### config.mk
export PLATFORM = sky130hd
export DESIGN_NAME = proximity_alarm_ctrl
export DESIGN_NICKNAME = d
export VERILOG_FILES = /design/src/rtl/proximity_alarm_ctrl.sv
export SDC_FILE = /design/constraint.sdc
export NUM_CORES = 1
export LEC_CHECK = 0
export BUFFER_PORTS_ARGS = -buffer_cell sky130_fd_sc_hd__buf_2
export CAP_MARGIN = 20
export CELL_PAD_IN_SITES_DETAIL_PLACEMENT = 0
export CELL_PAD_IN_SITES_GLOBAL_PLACEMENT = 1
export CORE_MARGIN = 1
export CORE_UTILIZATION = 46
export CTS_CLUSTER_DIAMETER = 150
export DETAILED_ROUTE_END_ITERATION = 8
export GPL_TIMING_DRIVEN = 0
export PLACE_DENSITY = 0.91
export SYNTH_ARGS = -nofsm -noshare
export SYNTH_HDL_FRONTEND = slang
export SYNTH_SLANG_ARGS = --single-unit
### constraint.sdc
create_clock -name clk_1MHz -period 4.5 [get_ports clk_1MHz]
set_clock_uncertainty 0.2 [all_clocks]
set_input_delay 0.45 -clock clk_1MHz [delete_from_list [all_inputs] [get_ports clk_1MHz]]
set_output_delay 0.45 -clock clk_1MHz [all_outputs]
set_load 0.03 [all_outputs]
### src/rtl/proximity_alarm_ctrl.sv
// Multi-channel proximity zoning with hysteresis, nearest-channel select, buzzer pattern and
// LCD req/done handshake. Define MEDIAN3_EN to add a 3-sample median pre-filter (latency 3).
module proximity_alarm_ctrl #(
  parameter int unsigned N_CH        = 2,
  parameter int unsigned DW          = 16,
  parameter int unsigned WARN_TH     = 1000,
  parameter int unsigned DANGER_TH   = 500,
  parameter int unsigned HYST        = 50,
  parameter int unsigned BEEP_HALF   = 62500,
  parameter int unsigned REFRESH_CYC = 1000000,
  parameter int unsigned MIN_GAP     = 2000
) (
  input  logic                                      clk_1MHz,
  input  logic                                      rst,
  input  logic [N_CH-1:0]                           sample_valid,
  input  logic [N_CH*DW-1:0]                        sample_data,
  output logic [1:0]                                zone,
  output logic [((N_CH > 1) ? $clog2(N_CH) : 1)-1:0] nearest_ch,
  output logic [DW-1:0]                             nearest_dist,
  output logic                                      buzzer,
  output logic                                      lcd_req,
  input  logic                                      lcd_done,
  output logic [1:0]                                disp_zone,
  output logic [DW-1:0]                             disp_dist
);

  localparam int unsigned CHW = (N_CH > 1) ? $clog2(N_CH) : 1;
  localparam int unsigned DW1 = DW + 1;
  localparam int unsigned BW  = $clog2(BEEP_HALF + 1);
  localparam int unsigned RW  = $clog2(REFRESH_CYC + 1);
  localparam int unsigned GW  = $clog2(MIN_GAP + 1);

  localparam logic [DW:0] WARN_LIM    = DW1'(WARN_TH);
  localparam logic [DW:0] DANGER_LIM  = DW1'(DANGER_TH);
  localparam logic [DW:0] WARN_EXIT   = DW1'(WARN_TH + HYST);
  localparam logic [DW:0] DANGER_EXIT = DW1'(DANGER_TH + HYST);

  localparam logic [1:0] Z_SAFE   = 2'd0;
  localparam logic [1:0] Z_WARN   = 2'd1;
  localparam logic [1:0] Z_DANGER = 2'd2;

  localparam logic [1:0] S_IDLE = 2'd0;
  localparam logic [1:0] S_REQ  = 2'd1;
  localparam logic [1:0] S_GAP  = 2'd2;

  logic [N_CH-1:0] s1_valid;
  logic [DW-1:0]   s1_data [N_CH];

`ifdef MEDIAN3_EN
  logic [DW-1:0]   h0_q [N_CH];
  logic [DW-1:0]   h1_q [N_CH];
  logic [1:0]      hcnt_q [N_CH];
  logic [N_CH-1:0] mv_q;
  logic [DW-1:0]   md_q [N_CH];

  function automatic logic [DW-1:0] med3(input logic [DW-1:0] a, input logic [DW-1:0] b,
                                         input logic [DW-1:0] c);
    if (a >= b) begin
      if (b >= c)      return b;
      else if (a >= c) return c;
      else             return a;
    end else begin
      if (a >= c)      return a;
      else if (b >= c) return c;
      else             return b;
    end
  endfunction

  // Median pre-filter: zero samples never enter the history; raw value until 2 are stored.
  always_ff @(posedge clk_1MHz or posedge rst) begin
    if (rst) begin
      mv_q <= '0;
      for (int k = 0; k < N_CH; k++) begin
        h0_q[k]   <= '0;
        h1_q[k]   <= '0;
        hcnt_q[k] <= '0;
        md_q[k]   <= '0;
      end
    end else begin
      for (int k = 0; k < N_CH; k++) begin
        mv_q[k] <= 1'b0;
        if (sample_valid[k] && (sample_data[k*DW +: DW] != '0)) begin
          mv_q[k] <= 1'b1;
          md_q[k] <= (hcnt_q[k] == 2'd2) ? med3(sample_data[k*DW +: DW], h0_q[k], h1_q[k])
                                         : sample_data[k*DW +: DW];
          h0_q[k] <= sample_data[k*DW +: DW];
          h1_q[k] <= h0_q[k];
          if (hcnt_q[k] != 2'd2) hcnt_q[k] <= hcnt_q[k] + 2'd1;
        end
      end
    end
  end

  always_comb begin
    s1_valid = mv_q;
    for (int k = 0; k < N_CH; k++) s1_data[k] = md_q[k];
  end
`else
  always_comb begin
    s1_valid = sample_valid;
    for (int k = 0; k < N_CH; k++) s1_data[k] = sample_data[k*DW +: DW];
  end
`endif

  function automatic logic [1:0] next_zone(input logic [1:0] z, input logic [DW-1:0] d);
    logic [DW:0] dx;
    dx = {1'b0, d};
    case (z)
      Z_SAFE:   return (dx < DANGER_LIM) ? Z_DANGER : ((dx < WARN_LIM) ? Z_WARN : Z_SAFE);
      Z_WARN:   return (dx < DANGER_LIM) ? Z_DANGER : ((dx >= WARN_EXIT) ? Z_SAFE : Z_WARN);
      Z_DANGER: return (dx >= WARN_EXIT) ? Z_SAFE : ((dx >= DANGER_EXIT) ? Z_WARN : Z_DANGER);
      default:  return Z_SAFE;
    endcase
  endfunction

  logic [DW-1:0]  dist_q [N_CH];
  logic [DW-1:0]  dist_d [N_CH];
  logic [1:0]     czone_q [N_CH];
  logic [1:0]     czone_d [N_CH];
  logic [1:0]     zone_q, zone_d;
  logic [CHW-1:0] nch_q, nch_d;
  logic [DW-1:0]  ndist_q, ndist_d;
  logic           buzzer_q, buzzer_d;
  logic [BW-1:0]  beep_q, beep_d;
  logic [1:0]     state_q, state_d;
  logic           lcd_req_q, lcd_req_d;
  logic [1:0]     disp_zone_q, disp_zone_d;
  logic [DW-1:0]  disp_dist_q, disp_dist_d;
  logic           pending_q, pending_d;
  logic [GW-1:0]  gap_q, gap_d;
  logic [RW-1:0]  refresh_q, refresh_d;
  logic           trigger;

  // Stage 1: per-channel distance and hysteretic zone; zero means no echo.
  always_comb begin
    for (int k = 0; k < N_CH; k++) begin
      dist_d[k]  = dist_q[k];
      czone_d[k] = czone_q[k];
      if (s1_valid[k] && (s1_data[k] != '0)) begin
        dist_d[k]  = s1_data[k];
        czone_d[k] = next_zone(czone_q[k], s1_data[k]);
      end
    end
  end

  // Stage 2: nearest channel, strict compare keeps the lowest index on ties.
  always_comb begin
    ndist_d = dist_q[0];
    nch_d   = '0;
    zone_d  = czone_q[0];
    for (int unsigned k = 1; k < N_CH; k++) begin
      if (dist_q[k] < ndist_d) begin
        ndist_d = dist_q[k];
        nch_d   = CHW'(k);
        zone_d  = czone_q[k];
      end
    end
  end

  // Buzzer follows the next zone so it changes on the same edge as zone.
  always_comb begin
    buzzer_d = 1'b0;
    beep_d   = '0;
    case (zone_d)
      Z_DANGER: buzzer_d = 1'b1;
      Z_WARN: begin
        if (zone_q != Z_WARN) begin
          buzzer_d = 1'b1;
        end else if (beep_q == BW'(BEEP_HALF - 1)) begin
          buzzer_d = ~buzzer_q;
        end else begin
          buzzer_d = buzzer_q;
          beep_d   = beep_q + BW'(1);
        end
      end
      default: buzzer_d = 1'b0;
    endcase
  end

  always_comb begin
    state_d     = state_q;
    lcd_req_d   = lcd_req_q;
    disp_zone_d = disp_zone_q;
    disp_dist_d = disp_dist_q;
    pending_d   = pending_q;
    gap_d       = gap_q;
    refresh_d   = (refresh_q == RW'(REFRESH_CYC - 1)) ? '0 : refresh_q + RW'(1);
    trigger     = (zone_d != zone_q) || (ndist_d != ndist_q) ||
                  (refresh_q == RW'(REFRESH_CYC - 1));
    case (state_q)
      S_IDLE: begin
        if (trigger || pending_q) begin
          state_d     = S_REQ;
          lcd_req_d   = 1'b1;
          disp_zone_d = zone_d;
          disp_dist_d = ndist_d;
          pending_d   = 1'b0;
          refresh_d   = '0;
        end
      end
      S_REQ: begin
        if (trigger) pending_d = 1'b1;
        if (lcd_done) begin
          state_d   = S_GAP;
          lcd_req_d = 1'b0;
          gap_d     = '0;
        end
      end
      S_GAP: begin
        if (trigger) pending_d = 1'b1;
        if (gap_q == GW'(MIN_GAP - 1)) state_d = S_IDLE;
        else                           gap_d   = gap_q + GW'(1);
      end
      default: state_d = S_IDLE;
    endcase
  end

  always_ff @(posedge clk_1MHz or posedge rst) begin
    if (rst) begin
      for (int k = 0; k < N_CH; k++) begin
        dist_q[k]  <= '1;
        czone_q[k] <= Z_SAFE;
      end
      zone_q      <= Z_SAFE;
      nch_q       <= '0;
      ndist_q     <= '1;
      buzzer_q    <= 1'b0;
      beep_q      <= '0;
      state_q     <= S_IDLE;
      lcd_req_q   <= 1'b0;
      disp_zone_q <= '0;
      disp_dist_q <= '0;
      pending_q   <= 1'b0;
      gap_q       <= '0;
      refresh_q   <= '0;
    end else begin
      for (int k = 0; k < N_CH; k++) begin
        dist_q[k]  <= dist_d[k];
        czone_q[k] <= czone_d[k];
      end
      zone_q      <= zone_d;
      nch_q       <= nch_d;
      ndist_q     <= ndist_d;
      buzzer_q    <= buzzer_d;
      beep_q      <= beep_d;
      state_q     <= state_d;
      lcd_req_q   <= lcd_req_d;
      disp_zone_q <= disp_zone_d;
      disp_dist_q <= disp_dist_d;
      pending_q   <= pending_d;
      gap_q       <= gap_d;
      refresh_q   <= refresh_d;
    end
  end

  assign zone         = zone_q;
  assign nearest_ch   = nch_q;
  assign nearest_dist = ndist_q;
  assign buzzer       = buzzer_q;
  assign lcd_req      = lcd_req_q;
  assign disp_zone    = disp_zone_q;
  assign disp_dist    = disp_dist_q;

endmodule

==> results.md <==
* Unique masters post-synth at 60
* Layout Nets at 802
* Crit path arrival time at 4200 ps
* Area of the core region at 13900 um2
* Type of element capturing the critical path: flip-flop
* Async set-reset flop share out of synthesis at 100%
* Detailed-route DRC error count at 0
* Setup-failing EPs final at 0
* Slew at the pin with the worst max-slew slack at 1030 ps
* Main synth FF type: sky130_fd_sc_hd__dfrtp_1
* Number of global-route vias before repair at ~5000
* Pre-CTS setup slack at 377 ps
* Number of antenna violations at the first check in global routing at 0
* Net switching fraction of the power at approximately a third
* Count of flip-flops with a built-in enable after synthesis at 0
* Share of final-layout standard cells stronger than drive strength 1 at 29.1%
* Number of input and output port buffers inserted at 74
* Detail Route Antenna Nets at 0
* Buffer depth of the longest clock path at 2
* Cells taking the most area after synthesis: sky130_fd_sc_hd__dfrtp_1 (29%), sky130_fd_sc_hd__dfstp_2 (19%), sky130_fd_sc_hd__nand2_1 (5.2%)
* Post-synth net total at 706
* Root buffer cell: sky130_fd_sc_hd__clkbuf_16
* Peak clock frequency supported by timing at 244 MHz
* Cell Int Power at about 2700 uW
* Number of max-cap violations at 0
* Synthesis-stage register bit count at between 100 and 150
* Number of filler cells placed in the layout at 1235
* Final cell count without fillers at 933
* Cells after Synth at ~640
* Critical setup path kind: reg -> reg
* Detailed-route wire length per cell at 16.4 um
* Cell taking the most area after synthesis: sky130_fd_sc_hd__dfrtp_1
* Effective utilization at floorplan at between 40 and 50%
* Number of rows created at floorplan at between 40 and 50
* Total number of clock tree sinks at 125
* Period Utilization, post-route at between 90% and 100%
* Routed length on met2 at ~7300 um
* Drt initial violations at 256
* M1 wire length at slightly below 7000 um
* CTS tree: built
* YS warnings at 0
* Detailed placement HPWL at 11500 um
* Overall Power at roughly 4200 uW
* CTS HTree Levels at 4
* Outcome: complete, no violations
* Die Width at 122 um
* Logic gate share of total power at between 30 and 40%
* Die height at 122 um
* Required time at the worst-slack endpoint at 4600 ps
* Area share of the largest cell type after synthesis at 29.3%
* Sequential power share at 37.5%
* Clock Power Share at 32.3%
* Die ar. at between 10000 and 15000 um2
* Class of the tightest hold or removal check: in -> reg
* WL final at approximately 15000 um
* Pin count of the biggest net entering global routing at 64
* Reported net switching power at 1430 uW
* Number of vias in the routed layout at 5033
* Overall Global Routing Usage at 22.1%
* Met3 routed WL at 813 um
* Final Worst Setup Slack at 403 ps
* Number of diodes at 0
* Unrepaired setup endpoints after global routing: false
* Share of the yosys chip area belonging to registers at 48.5%
* I/O pins at 76
* Fin crit period at between 4000 and 5000 ps
* Post-Synthesis Cell Area at roughly 6600 um2
* Worst Setup Start Kind: flip-flop
* Max Used Layer: met4
* Final weighted congestion of routability-driven global placement at 0.861
* Power Density at 533 nW/um2
* Global-route wire length before repair at 24900 um
* Worst vdd rail ir drop at 0.000297 V
* Clock-pin slew of the registers on the worst-case setup and hold paths at approximately 60 ps
* Count of placed standard cells including taps at 899
* Syn_area_per_cell at 10.2 um2
* Number of detailed-route iterations in the first pass at 5
* Reported leakage power at 0.00354 uW
* Max-slew headroom at 30.3%
* Critical path fanouts, max at 10
* TritonCTS buffer count at 17
* Number of vias per cell after detailed routing at 5.39
* Area growth from synthesis to layout at 18.7%
* Final number of max-transition violations at 0
* GRT overflow at 0
* Number of endpoints with negative hold slack in the final report at 0
* Clock Latency Late Sink at about 420 ps
## worst paths after layout
path / start / end / slack [ps] / depth (start not counted)
worst max-delay path: dist_q[23]$_DFFE_PP1P_ / disp_dist[11]$_DFFE_PP0P_ / 400 / 11
worst min-delay path: sample_data[15] / dist_q[31]$_DFFE_PP1P_ / 30 / 3
worst max register to register: dist_q[23]$_DFFE_PP1P_ / disp_dist[11]$_DFFE_PP0P_ / 400 / 11
worst min register to register: dist_q[27]$_DFFE_PP1P_ / dist_q[27]$_DFFE_PP1P_ / 260 / 2
max in group asynchronous: rst / dist_q[16]$_DFFE_PP1P_ / 2910 / 4
min in group asynchronous: rst / refresh_q[13]$_DFF_PP0_ / 450 / 3
## cell usage after synthesis, drive strengths merged (2+ instances only)
| cell type | number |
|---|---|
| inv | 38 |
| nor2 | 62 |
| ha | 25 |
| clkbuf | 10 |
| a221oi | 2 |
| a21boi | 2 |
| and3 | 5 |
| o221ai | 2 |
| nand3 | 30 |
| or3 | 7 |
| or4 | 2 |
| and2 | 2 |
| nor2b | 2 |
| dfrtp | 77 |
| nand4 | 11 |
| xnor2 | 18 |
| a221o | 2 |
| buf | 5 |
| nor4 | 5 |
| or2 | 3 |
| xor2 | 39 |
| a21oi | 13 |
| o41ai | 2 |
| a31oi | 4 |
| o22ai | 6 |
| nand2b | 6 |
| and4 | 3 |
| dfstp | 48 |
| nor3 | 24 |
| mux2 | 40 |
| nand2 | 92 |
| nor3b | 2 |
| o21ai | 37 |
## registers in the layout (all words and copies together) (netlist names), 4 cells and up
name / flops
dist_q: 32
refresh_q: 20
beep_q: 16
disp_dist: 16
nearest_dist: 16
gap_q: 11
czone_q: 4
## cells by family after synthesis
family	Yosys count	synth area share [%]
XOR/XNOR	57	7.59
multiplexers	41	8.03
AO/OA/AOI/OAI	84	8.49
adder cells (fa/ha/maj)	25	4.76
flip-flops	125	48.5
buffers and inverters	53	3.63
AND/OR/NAND/NOR	259	19.0
## worst max-delay path: stages (launching register included)
cell	delay [ps]
sky130_fd_sc_hd__dfstp_2	580
sky130_fd_sc_hd__inv_1	70
sky130_fd_sc_hd__ha_1	320
sky130_fd_sc_hd__a21oi_1	160
sky130_fd_sc_hd__nand3_1	140
sky130_fd_sc_hd__a221oi_1	550
sky130_fd_sc_hd__nand2_2	230
sky130_fd_sc_hd__or4_4	600
sky130_fd_sc_hd__a2111oi_4	430
sky130_fd_sc_hd__a31oi_2	170
sky130_fd_sc_hd__buf_6	200
sky130_fd_sc_hd__mux2_4	300
## power by group through the flow
stage | clock network (uW) | logic [uW] | registers, uW
6_report | 1340 | 1250 | 1560
5_1_grt | 1410 | 1360 | 1590
3_3_place_gp | 0 | 1220 | 1570
3_5_place_dp | 0 | 1250 | 1570
2_1_floorplan | 0 | 712 | 1740
4_1_cts | 1370 | 1260 | 1560
## cell type report
class | count | area, um2 | area share (%)
well taps | 180 | 225 | 2.88
inverters | 38 | 148 | 1.89
plain buffers | 15 | 96.3 | 1.23
repair buffers | 77 | 415 | 5.32
clock buffers | 21 | 470 | 6.02
clock inverters | 11 | 116 | 1.49
multi-input cells | 466 | 3150 | 40.3
flip-flops and latches | 125 | 3190 | 40.8
## metal layers
metal | GRT usage (%) | up-vias
met5 | 0 | -
met4 | 7.10 | 0
met3 | 5.71 | 22
met2 | 35.9 | 134
met1 | 28.8 | 2461
li1 | - | 2416
## what timing repair did
item | in CTS | in global routing
hold buffers | 1 | 0
buffers inserted | 0 | 1
hold endpoints to repair | 33 | 0
resized for setup | 0 | 0
endpoints found under the setup margin | 0 | 16
## stage by stage
step	utilization, %	hold WS, ps	area [um2]	TNS (ps)
final	56.0	33.8	7810	0
after global routing	56.0	35.7	7810	0
after CTS	56.0	23.6	7800	0
after detailed placement	51.7	252	7200	0
after global placement	51.5	253	7170	-51270
after floorplan	-	239	6580	0
## layout by cell type, fill, tap and decap left out, types with 9 or more instances in the layout
cell type                    n
sky130_fd_sc_hd__nor2_1     62
sky130_fd_sc_hd__clkbuf_1   11
sky130_fd_sc_hd__nor3_2      9
sky130_fd_sc_hd__mux2_2     22
sky130_fd_sc_hd__ha_1       25
sky130_fd_sc_hd__a21oi_1    13
sky130_fd_sc_hd__nand4_1    11
sky130_fd_sc_hd__dfrtp_1    77
sky130_fd_sc_hd__clkbuf_16  17
sky130_fd_sc_hd__nor3_1     14
sky130_fd_sc_hd__xor2_1     39
sky130_fd_sc_hd__dfstp_2    48
sky130_fd_sc_hd__mux2_4     18
sky130_fd_sc_hd__nand2_1    91
sky130_fd_sc_hd__buf_2      75
sky130_fd_sc_hd__xnor2_1    18
sky130_fd_sc_hd__inv_1      37
sky130_fd_sc_hd__o21ai_0    36
sky130_fd_sc_hd__nand3_1    30
(Power assumes the default switching activity.)
